### src/rtl/plic_lite_if.sv
// plic_lite_if: interrupt request, core handshake and 64-bit bus signals for plic_lite.
interface plic_lite_if #(parameter int NUM_SRC = 4);
    logic [NUM_SRC-1:0] irq_src;
    logic [3:0]         interrupt_vector;
    logic               interrupt_ack;
    logic [63:0]        bus_address;
    logic [63:0]        bus_write_data;
    logic               bus_write_enable;
    logic               bus_read_enable;
    logic [63:0]        bus_read_data;
    modport master (
        output irq_src, interrupt_ack, bus_address, bus_write_data, bus_write_enable, bus_read_enable,
        input  interrupt_vector, bus_read_data
    );
    modport slave (
        input  irq_src, interrupt_ack, bus_address, bus_write_data, bus_write_enable, bus_read_enable,
        output interrupt_vector, bus_read_data
    );
endinterface

### src/rtl/plic_lite.sv
// plic_lite: edge-triggered interrupt controller with fixed priority and claim/complete handshake.
module plic_lite #(
    parameter int          NUM_SRC   = 4,
    parameter logic [63:0] BASE_ADDR = 64'h0000_0000_0C00_0000
) (
    input logic        clk,
    input logic        reset,
    plic_lite_if.slave bus
);
    typedef enum logic [1:0] {IDLE, PRESENT, SERVICE} state_t;
    state_t             state_q;
    logic [NUM_SRC-1:0] src_q, pend_q, pend_d, en_q, cur_mask, rise;
    logic [3:0]         cur_q, vec_q, sel;
    logic [63:0]        rdata_q, rd_val, claimed;
    logic [4:0]         off;
    logic               hit, wr_en, wr_cmp, ack_ok, dis_cur, cmp_ok;
    assign off      = bus.bus_address[4:0];
    assign hit      = bus.bus_address[63:5] == BASE_ADDR[63:5];
    assign wr_en    = bus.bus_write_enable && hit && off == 5'h08;
    assign wr_cmp   = bus.bus_write_enable && hit && off == 5'h18;
    assign rise     = bus.irq_src & ~src_q;
    assign cur_mask = NUM_SRC'(1) << (cur_q - 4'd1);
    assign ack_ok   = state_q == PRESENT && bus.interrupt_ack;
    assign dis_cur  = wr_en && (cur_mask & bus.bus_write_data[NUM_SRC-1:0]) == '0;
    assign cmp_ok   = state_q == SERVICE && wr_cmp && bus.bus_write_data[3:0] == cur_q;
    // a new edge in the ack cycle must survive the clear
    assign pend_d   = (pend_q & ~(ack_ok ? cur_mask : '0)) | rise;
    assign claimed  = state_q == SERVICE ? 64'(cur_q) : 64'd0;
    always_comb begin
        sel = 4'd0;
        for (int i = NUM_SRC - 1; i >= 0; i--)
            if (pend_q[i] && en_q[i]) sel = 4'(i + 1);
    end
    always_comb begin
        rd_val = !hit         ? 64'd0 :
                 off == 5'h00 ? 64'(pend_q) :
                 off == 5'h08 ? 64'(en_q) :
                 off == 5'h10 ? claimed : 64'd0;
    end
    always_ff @(posedge clk) begin
        if (reset) begin
            state_q <= IDLE;
            src_q   <= '0;
            pend_q  <= '0;
            en_q    <= '0;
            cur_q   <= 4'd0;
            vec_q   <= 4'd0;
            rdata_q <= 64'd0;
        end else begin
            src_q  <= bus.irq_src;
            pend_q <= pend_d;
            if (wr_en) en_q <= bus.bus_write_data[NUM_SRC-1:0];
            if (bus.bus_read_enable) rdata_q <= rd_val;
            unique case (state_q)
                IDLE: if (sel != 4'd0) begin
                    state_q <= PRESENT;
                    cur_q   <= sel;
                    vec_q   <= sel;
                end
                PRESENT: if (ack_ok) begin
                    state_q <= SERVICE;
                    vec_q   <= 4'd0;
                end else if (dis_cur) begin
                    state_q <= IDLE;
                    cur_q   <= 4'd0;
                    vec_q   <= 4'd0;
                end
                SERVICE: if (cmp_ok) begin
                    state_q <= IDLE;
                    cur_q   <= 4'd0;
                end
                default: state_q <= IDLE;
            endcase
        end
    end
    assign bus.interrupt_vector = vec_q;
    assign bus.bus_read_data    = rdata_q;
endmodule

### src/flat_wrapper.sv
// flat-port wrapper written by rule: the top's interface ports become plain ports
module plic_lite_flat 
#(
    parameter int          NUM_SRC   = 4,
    parameter logic [63:0] BASE_ADDR = 64'h0000_0000_0C00_0000
)
  (clk, reset, bus_irq_src, bus_interrupt_ack, bus_bus_address, bus_bus_write_data, bus_bus_write_enable, bus_bus_read_enable, bus_interrupt_vector, bus_bus_read_data);
  plic_lite_if #(.NUM_SRC(NUM_SRC)) bus_i ();
  input logic clk;
  input logic reset;
  input wire logic [$bits(bus_i.irq_src)-1:0] bus_irq_src;
  input wire logic [$bits(bus_i.interrupt_ack)-1:0] bus_interrupt_ack;
  input wire logic [$bits(bus_i.bus_address)-1:0] bus_bus_address;
  input wire logic [$bits(bus_i.bus_write_data)-1:0] bus_bus_write_data;
  input wire logic [$bits(bus_i.bus_write_enable)-1:0] bus_bus_write_enable;
  input wire logic [$bits(bus_i.bus_read_enable)-1:0] bus_bus_read_enable;
  output wire logic [$bits(bus_i.interrupt_vector)-1:0] bus_interrupt_vector;
  output wire logic [$bits(bus_i.bus_read_data)-1:0] bus_bus_read_data;
  assign bus_i.irq_src = bus_irq_src;
  assign bus_i.interrupt_ack = bus_interrupt_ack;
  assign bus_i.bus_address = bus_bus_address;
  assign bus_i.bus_write_data = bus_bus_write_data;
  assign bus_i.bus_write_enable = bus_bus_write_enable;
  assign bus_i.bus_read_enable = bus_bus_read_enable;
  assign bus_interrupt_vector = bus_i.interrupt_vector;
  assign bus_bus_read_data = bus_i.bus_read_data;
  plic_lite #(.NUM_SRC(NUM_SRC), .BASE_ADDR(BASE_ADDR)) u_core (.clk(clk), .reset(reset), .bus(bus_i));
endmodule
### config.mk
export PLATFORM = sky130hd
export DESIGN_NAME = plic_lite_flat
export DESIGN_NICKNAME = d
export VERILOG_FILES = /design/src/rtl/plic_lite_if.sv /design/src/rtl/plic_lite.sv /design/src/flat_wrapper.sv
export SDC_FILE = /design/constraint.sdc
export NUM_CORES = 1
export LEC_CHECK = 0
export CAP_MARGIN = 0
export CORE_AREA = 3 3 79 81
export DETAILED_ROUTE_END_ITERATION = 8
export DIE_AREA = 0 0 82 84
export DONT_BUFFER_PORTS = 1
export GPL_TIMING_DRIVEN = 0
export PLACE_DENSITY = 0.46
export SETUP_SLACK_MARGIN = 0.5
export SLEW_MARGIN = 20
export SYNTH_ARGS = -nofsm -noshare
export SYNTH_HDL_FRONTEND = slang
export SYNTH_SLANG_ARGS = --single-unit
export TNS_END_PERCENT = 30
### constraint.sdc
create_clock -name clk -period 2.25 [get_ports clk]
set_input_delay 0.45 -clock clk [delete_from_list [all_inputs] [get_ports clk]]
set_output_delay 0.45 -clock clk [all_outputs]
set_load 0.05 [all_outputs]
==> flow_summary_export.csv, run 1 <==
group,metric,value,unit
clock_network,clkSinkCount,24,
placement,gp_congestion,0.789,
cells_and_area,nets,448,
route,detailroute.via_count,1639,
clock_network,root_buffer,"clkbuf_8",
cells_and_area,fillers,576,
sta,setup_tns,0,ns
critical_path,worstPathRequired,2.40,ns
worst_hold_path,hold_class,"in -> reg",
sta,worst_pin_slew,0.550,ns
global_route,grt.total_usage,0.141,
critical_path,end_kind,"flip-flop",
route,drt_iter0_drc,79,
sta,setup_slack,0.0924,ns
run,maxCapViolations,0,
pwr,switching_power,410,uW
pwr,p_comb_frac,0.322,
floorplan,start_util,0.347,
critical_path,cp_slowest_cell,"or3b_4",
pwr,clockPowerShare,0.277,
logic_synthesis,syn_inst,234,
sta,max_slew_margin,0.633,
critical_path,crit_family,"simple AND/OR/NAND/NOR gates",
floorplan,fp.dieH,84,microns
logic_synthesis,syn-cell-area,1920,sq um
logic_synthesis,synth_top_area_frac,0.250,
route,drt_wl_total,5.01,mm
global_route,antenna_found_initial,0,
global_route,grt_pass1_vias,1564,
critical_path,path_class,"reg -> reg",
logic_synthesis,synth-compound-area-share,0.121,
critical_path,cp-start-kind,"flip-flop",
logic_synthesis,yosys_warnings,0,
cells_and_area,final_cells,377,
logic_synthesis,synth.most_common_cell,"buf_4",
sta,rsz0062_at_grt,"true",
global_route,overflow,0,
route,drc,0,
logic_synthesis,synth_top_family_by_area,"simple AND/OR/NAND/NOR gates",
pwr,switching_share,0.375,
pwr,power_leakage,1.09,nW
worst_hold_path,worstHoldPathCells,1,
critical_path,reg2regPathDepth,9,
worst_hold_path,min_to,"u_core.src_q[2]",
cells_and_area,area_growth,27.9,%
sta,hold_violations,0,
worst_hold_path,min_from,"reset",
sta,hold_slack,0.236,ns
logic_synthesis,yosys.area_share.simple,0.270,
placement,hpwl,4.16,mm
clock_network,htreeDepth,1,
logic_synthesis,synth_xor_xnor_area_share,0.0182,
logic_synthesis,synth.distinct_cells,42,
logic_synthesis,ys_seq_area_frac,0.250,
logic_synthesis,synth.area.top_cells,"dfxtp_1, buf_4, mux2i_1, a21oi_1, ha_1",
logic_synthesis,avgSynthCellArea,8.21,sq um
pwr,power_density,446,nW/um^2
global_route,grt_first_pass_wirelength,7.65,mm
logic_synthesis,synth_adder_area_share,0.0326,
placement,dp_cells,366,
logic_synthesis,yosysTopAreaCell,"dfxtp_1",
sta,fmax,463,MHz
critical_path,r2r_slack,0.09,ns
logic_synthesis,netlist_top_cells_count,"buf_4, dfxtp_1, a21oi_1, nand2_1, nor2_1",
floorplan,rows,27,
sta,slew_viol_final,0,
cells_and_area,antenna_cells,0,
critical_path,cp_num_buf_inv,2,
sta,final.min_clock_period,2.16,ns
clock_network,clk_latency,0.27,ns
global_route,grt_max_degree,14,
pwr,worst_ir_drop_vdd,0.000301,V
cells_and_area,drive_gt1_frac,0.321,
route,viasPerCell,4.35,
floorplan,core-area,5540,sq um
pwr,internal_power,685,uW
sta,setup_viol,0,
clock_network,cts_made_buffers,3,
critical_path,r2r-end,"u_core.state_q[0]",
clock_network,cts_tree,"built",
critical_path,cp.arrival,2.30,ns
logic_synthesis,synth_edf_count,0,
logic_synthesis,synth-seq-cells,24,
pwr,p_seq_frac,0.402,
floorplan,die-area,6890,sq um
route,detail_route.wl_per_cell,13.3,microns
placement,pre_cts_ws,-0.122,ns
sta,fin_crit_sh,0.959,
logic_synthesis,synth_mux_area_frac,0.0476,
logic_synthesis,postSynth.topFlopCell,"dfxtp_1",
placement,io_buffers,0,
route,drt_first_pass_iters,4,
clock_network,clkTransAtPathRegs,0.09,ns
pwr,total_power,1.10,mW
clock_network,clockBufferDepth,2,
sta,clock_skew,0.00313,ns
outcome,status,"completed",
critical_path,slowest_delay,0.38,ns
route,drtAntennaViolNets,0,
floorplan,die_x,82,microns
critical_path,timing.rr.start,"u_core.cur_q[0]",
floorplan,io-pin-count,205,
logic_synthesis,async_flop_share,0,
critical_path,crit_fanout,5,
critical_path,crit_chain,"buf_8 > inv_4 > ha_4 > or3b_4 > a211oi_2 > and4b_2 > a211oi_4 > or3b_1 > a21oi_2",
## flip-flops by register name, summed over array words and instances, names as in the netlist
register	cells
u_core.bus.bus_read_data	4
u_core.bus.interrupt_vector	3
u_core.cur_q	3
u_core.en_q	4
u_core.pend_q	4
u_core.src_q	4
u_core.state_q	2
## placed cells by master, fill, tap and decap left out, drive strengths merged, types with 2 or more instances in the layout
| cell type | Yosys | final |
|---|---|---|
| a22oi | 4 | 4 |
| conb | 1 | 61 |
| nand3 | 8 | 8 |
| nand2 | 14 | 14 |
| nor2 | 12 | 12 |
| or3b | 2 | 2 |
| mux2i | 8 | 8 |
| and3 | 2 | 2 |
| nand3b | 3 | 3 |
| a211oi | 2 | 2 |
| nand2b | 9 | 9 |
| clkbuf | 3 | 6 |
| nor2b | 6 | 6 |
| nand4 | 4 | 4 |
| dfxtp | 24 | 24 |
| nor3 | 2 | 2 |
| a21oi | 16 | 16 |
| xnor2 | 4 | 4 |
| buf | 61 | 69 |
| o21ai | 9 | 9 |
| inv | 7 | 7 |
| ha | 5 | 5 |
| nor4 | 15 | 15 |
## through the flow
stage	cell area [sq um]	util
floorplan	2200	-
global placement	2290	0.413
detailed placement	2290	0.413
CTS	2440	0.440
global route	2460	0.443
finish	2460	0.443
## area by class of cell
| type | count | area, sq um | share of cell area |
|---|---|---|---|
| clock buffers | 4 | 55.1 | 0.0224 |
| well taps | 72 | 90.1 | 0.0367 |
| plain buffers | 64 | 480 | 0.196 |
| multi-input cells | 199 | 1260 | 0.515 |
| repair buffers | 7 | 52.6 | 0.0214 |
| inverters | 7 | 28.8 | 0.0117 |
| flip-flops and latches | 24 | 485 | 0.198 |
## cells by family after synthesis
logic type | Yosys count
AND/OR/NAND/NOR | 83
buffers and inverters | 71
AO/OA/AOI/OAI | 37
flip-flops | 24
multiplexers | 9
adder cells (fa/ha/maj) | 5
XOR/XNOR | 4
other | 1
## worst max path at each step
stage / from / end / slack [ns] / cells after the start
after floorplan: bus_bus_address[6] / u_core.state_q[0] / 0.20 / 6
after global placement: bus_bus_address[6] / u_core.cur_q[2] / -0.12 / 6
after detailed placement: bus_bus_address[6] / u_core.cur_q[2] / -0.12 / 6
after CTS: u_core.cur_q[0] / u_core.state_q[0] / 0.10 / 9
after global routing: u_core.cur_q[0] / u_core.state_q[0] / 0.002 / 9
final: u_core.cur_q[0] / u_core.state_q[0] / 0.09 / 9
## metal layers
metal / share of wire / vias up / global-route usage
li1: - / 838 / -
met1: 0.43 / 728 / 0.203
met2: 0.46 / 68 / 0.212
met3: 0.095 / 5 / 0.0270
met4: 0.0098 / 0 / 0.0378
met5: 0 / - / 0
## power groups by stage
stage | sequential (mW) | clock, mW | combinational [mW]
6_report | 0.440 | 0.303 | 0.352
5_1_grt | 0.442 | 0.323 | 0.371
4_1_cts | 0.440 | 0.314 | 0.345
3_5_place_dp | 0.451 | 0 | 0.344
3_3_place_gp | 0.451 | 0 | 0.343
2_1_floorplan | 0.449 | 0 | 0.337
## repair_timing
action,4_1_cts,5_1_grt
hold buffers,0,0
setup endpoints to repair,14,20
buffers inserted,6,1
gates resized for setup,15,3
pin swaps,10,3
(Power assumes the default switching activity.)
==> run 2: changes to the inputs <==
--- a/config.mk
+++ b/config.mk
@@ -6,12 +6,11 @@
 export NUM_CORES = 1
 export LEC_CHECK = 0
 export CAP_MARGIN = 0
-export CORE_AREA = 3 3 79 81
+export CORE_MARGIN = 3
+export CORE_UTILIZATION = 29
 export DETAILED_ROUTE_END_ITERATION = 8
-export DIE_AREA = 0 0 82 84
-export DONT_BUFFER_PORTS = 1
 export GPL_TIMING_DRIVEN = 0
-export PLACE_DENSITY = 0.46
+export PLACE_DENSITY = 0.79
 export SETUP_SLACK_MARGIN = 0.5
 export SLEW_MARGIN = 20
 export SYNTH_ARGS = -nofsm -noshare
==> constraint.sdc (replaced) <==
create_clock -name clk -period 2.4 [get_ports clk]
set_input_delay 0.48 -clock clk [delete_from_list [all_inputs] [get_ports clk]]
set_output_delay 0.48 -clock clk [all_outputs]
set_load 0.05 [all_outputs]
==> flow_summary_export.csv, run 2 (synthesis results as in run 1) <==
group,metric,value,unit
outcome,status,"completed",
sta,worst_pin_slew,0.554,ns
critical_path,worstPathRequired,2.55,ns
global_route,grt.total_usage,0.149,
placement,dp_cells,454,
route,drtAntennaViolNets,0,
pwr,p_seq_frac,0.339,
placement,hpwl,5.09,mm
critical_path,critPathLaunch,"u_core.cur_q[0]",
critical_path,cp-start-kind,"flip-flop",
cells_and_area,layout_common_cells,"buf_4, conb_1, dlygate4sd2_1, clkdlybuf4s50_1, dfxtp_1",
critical_path,crit_fanout,5,
cells_and_area,layout_commonest_cell,"buf_4",
sta,setup_viol,0,
floorplan,io-pin-count,205,
cells_and_area,drive_gt1_frac,0.275,
sta,fin_crit_sh,0.888,
global_route,grt_pass1_vias,1911,
route,drt_wl_total,6.16,mm
cells_and_area,final_cells,466,
sta,final.min_clock_period,2.13,ns
clock_network,htreeDepth,1,
placement,gp_congestion,0.861,
cells_and_area,antenna_cells,0,
route,viasPerCell,4.33,
pwr,switching_power,424,uW
pwr,internal_power,794,uW
floorplan,die_x,87.4,microns
floorplan,fp.dieH,87.4,microns
clock_network,clk_latency,0.27,ns
placement,io_buffers,83,
worst_hold_path,min_from,"u_core.bus.interrupt_vector[0]",
pwr,p_comb_frac,0.365,
clock_network,root_buffer,"clkbuf_8",
pwr,worst_ir_drop_vdd,0.000328,V
cells_and_area,nets,532,
clock_network,cts_made_buffers,3,
route,detail_route.wl_per_cell,13.2,microns
sta,fmax,469,MHz
clock_network,clkSinkCount,24,
pwr,clockPowerShare,0.296,
route,drt_iter0_drc,42,
pwr,switching_share,0.348,
global_route,grt_max_degree,15,
floorplan,core-area,6390,sq um
critical_path,end_kind,"flip-flop",
route,drt_first_pass_iters,4,
sta,clock_skew,0.00473,ns
route,detailroute.via_count,2020,
sta,max_slew_margin,0.631,
critical_path,cp.arrival,2.28,ns
clock_network,clockBufferDepth,2,
sta,slew_viol_final,0,
global_route,antenna_found_initial,0,
cells_and_area,fillers,629,
floorplan,start_util,0.301,
critical_path,timing.rr.start,"u_core.cur_q[0]",
clock_network,cts_tree,"built",
route,drc,0,
run,maxCapViolations,0,
floorplan,rows,29,
global_route,grt_first_pass_wirelength,9.02,mm
worst_hold_path,hold_class,"reg -> reg",
global_route,overflow,0,
pwr,total_power,1.22,mW
critical_path,path_class,"reg -> reg",
sta,hold_violations,0,
pwr,power_leakage,1.50,nW
clock_network,clkTransAtPathRegs,0.09,ns
pwr,power_density,368,nW/um^2
floorplan,die-area,7640,sq um
clock_network,ctsHoldBuffers,0,
sta,setup_tns,0,ns
cells_and_area,area_growth,72.1,%
sta,rsz0062_at_grt,"true",
run 2: cell count changes in the layout (fill, tap and decap cells not counted), sizes merged:
| cell | delta |
|---|---|
| clkdlybuf4s50 | +23 |
| clkdlybuf4s15 | +17 |
| buf | +4 |
| bufinv | +1 |
| clkbuf | -1 |
| dlygate4sd2 | +40 |
run 2: routing by layer:
| layer | track usage | vias to the layer above | wire length, microns |
|---|---|---|---|
| li1 | - | 1011 | - |
| met1 | 0.162 | 907 | 2200 |
| met2 | 0.290 | 96 | 3220 |
| met3 | 0.0303 | 6 | 706 |
| met4 | 0.0349 | 0 | 42 |
| met5 | 0 | - | 0 |
run 2: repair_timing:
action / 4_1_cts / 5_1_grt
buffers inserted: 7 / 1
gates resized for setup: 107 / 4
pin swaps: 27 / 3
gates cloned: 0 / 0
setup endpoints to repair: 20 / 23
run 2: power groups by stage:
stage / clock [mW] / combinational (mW) / sequential (mW)
final: 0.360 / 0.444 / 0.413
after global routing: 0.379 / 0.466 / 0.414
after CTS: 0.364 / 0.437 / 0.413
after detailed placement: 0 / 0.463 / 0.423
after global placement: 0 / 0.459 / 0.423
after floorplan: 0 / 0.316 / 0.421
run 2: worst paths after layout:
kind	end	slack, ns	depth (start not counted)
min	u_core.bus.interrupt_vector[0]	0.47	2
max	u_core.state_q[0]	0.27	9
min reg2reg	u_core.bus.interrupt_vector[0]	0.47	2
max reg2reg	u_core.state_q[0]	0.27	9
run 2: worst max-delay path: stages (launching register included):
cell and delay [ns]:
dfxtp_2 0.34, buf_8 0.10, inv_4 0.03, ha_4 0.14
or3b_4 0.40, a211oi_2 0.18, and4b_2 0.29, a211oi_4 0.31
or3b_1 0.17, a21oi_2 0.05
run 2: area by class of cell:
class / count / area (sq um) / area share
multi-input cells: 199 / 1310 / 0.396
repair buffers: 91 / 833 / 0.252
flip-flops and latches: 24 / 485 / 0.147
plain buffers: 64 / 480 / 0.145
well taps: 77 / 96.3 / 0.0291
clock buffers: 3 / 41.3 / 0.0125
clock inverters: 1 / 30.0 / 0.00908
inverters: 7 / 28.8 / 0.00871
run 2: per-stage QoR:
stage | hold slack [ns] | worst slack (ns) | util | area [sq um]
floorplan | 0.462 | 0.316 | - | 2210
global placement | 0.459 | -0.452 | 0.491 | 3140
detailed placement | 0.463 | -0.504 | 0.491 | 3140
CTS | 0.478 | 0.287 | 0.515 | 3290
global route | 0.504 | 0.172 | 0.518 | 3310
finish | 0.473 | 0.269 | 0.518 | 3310
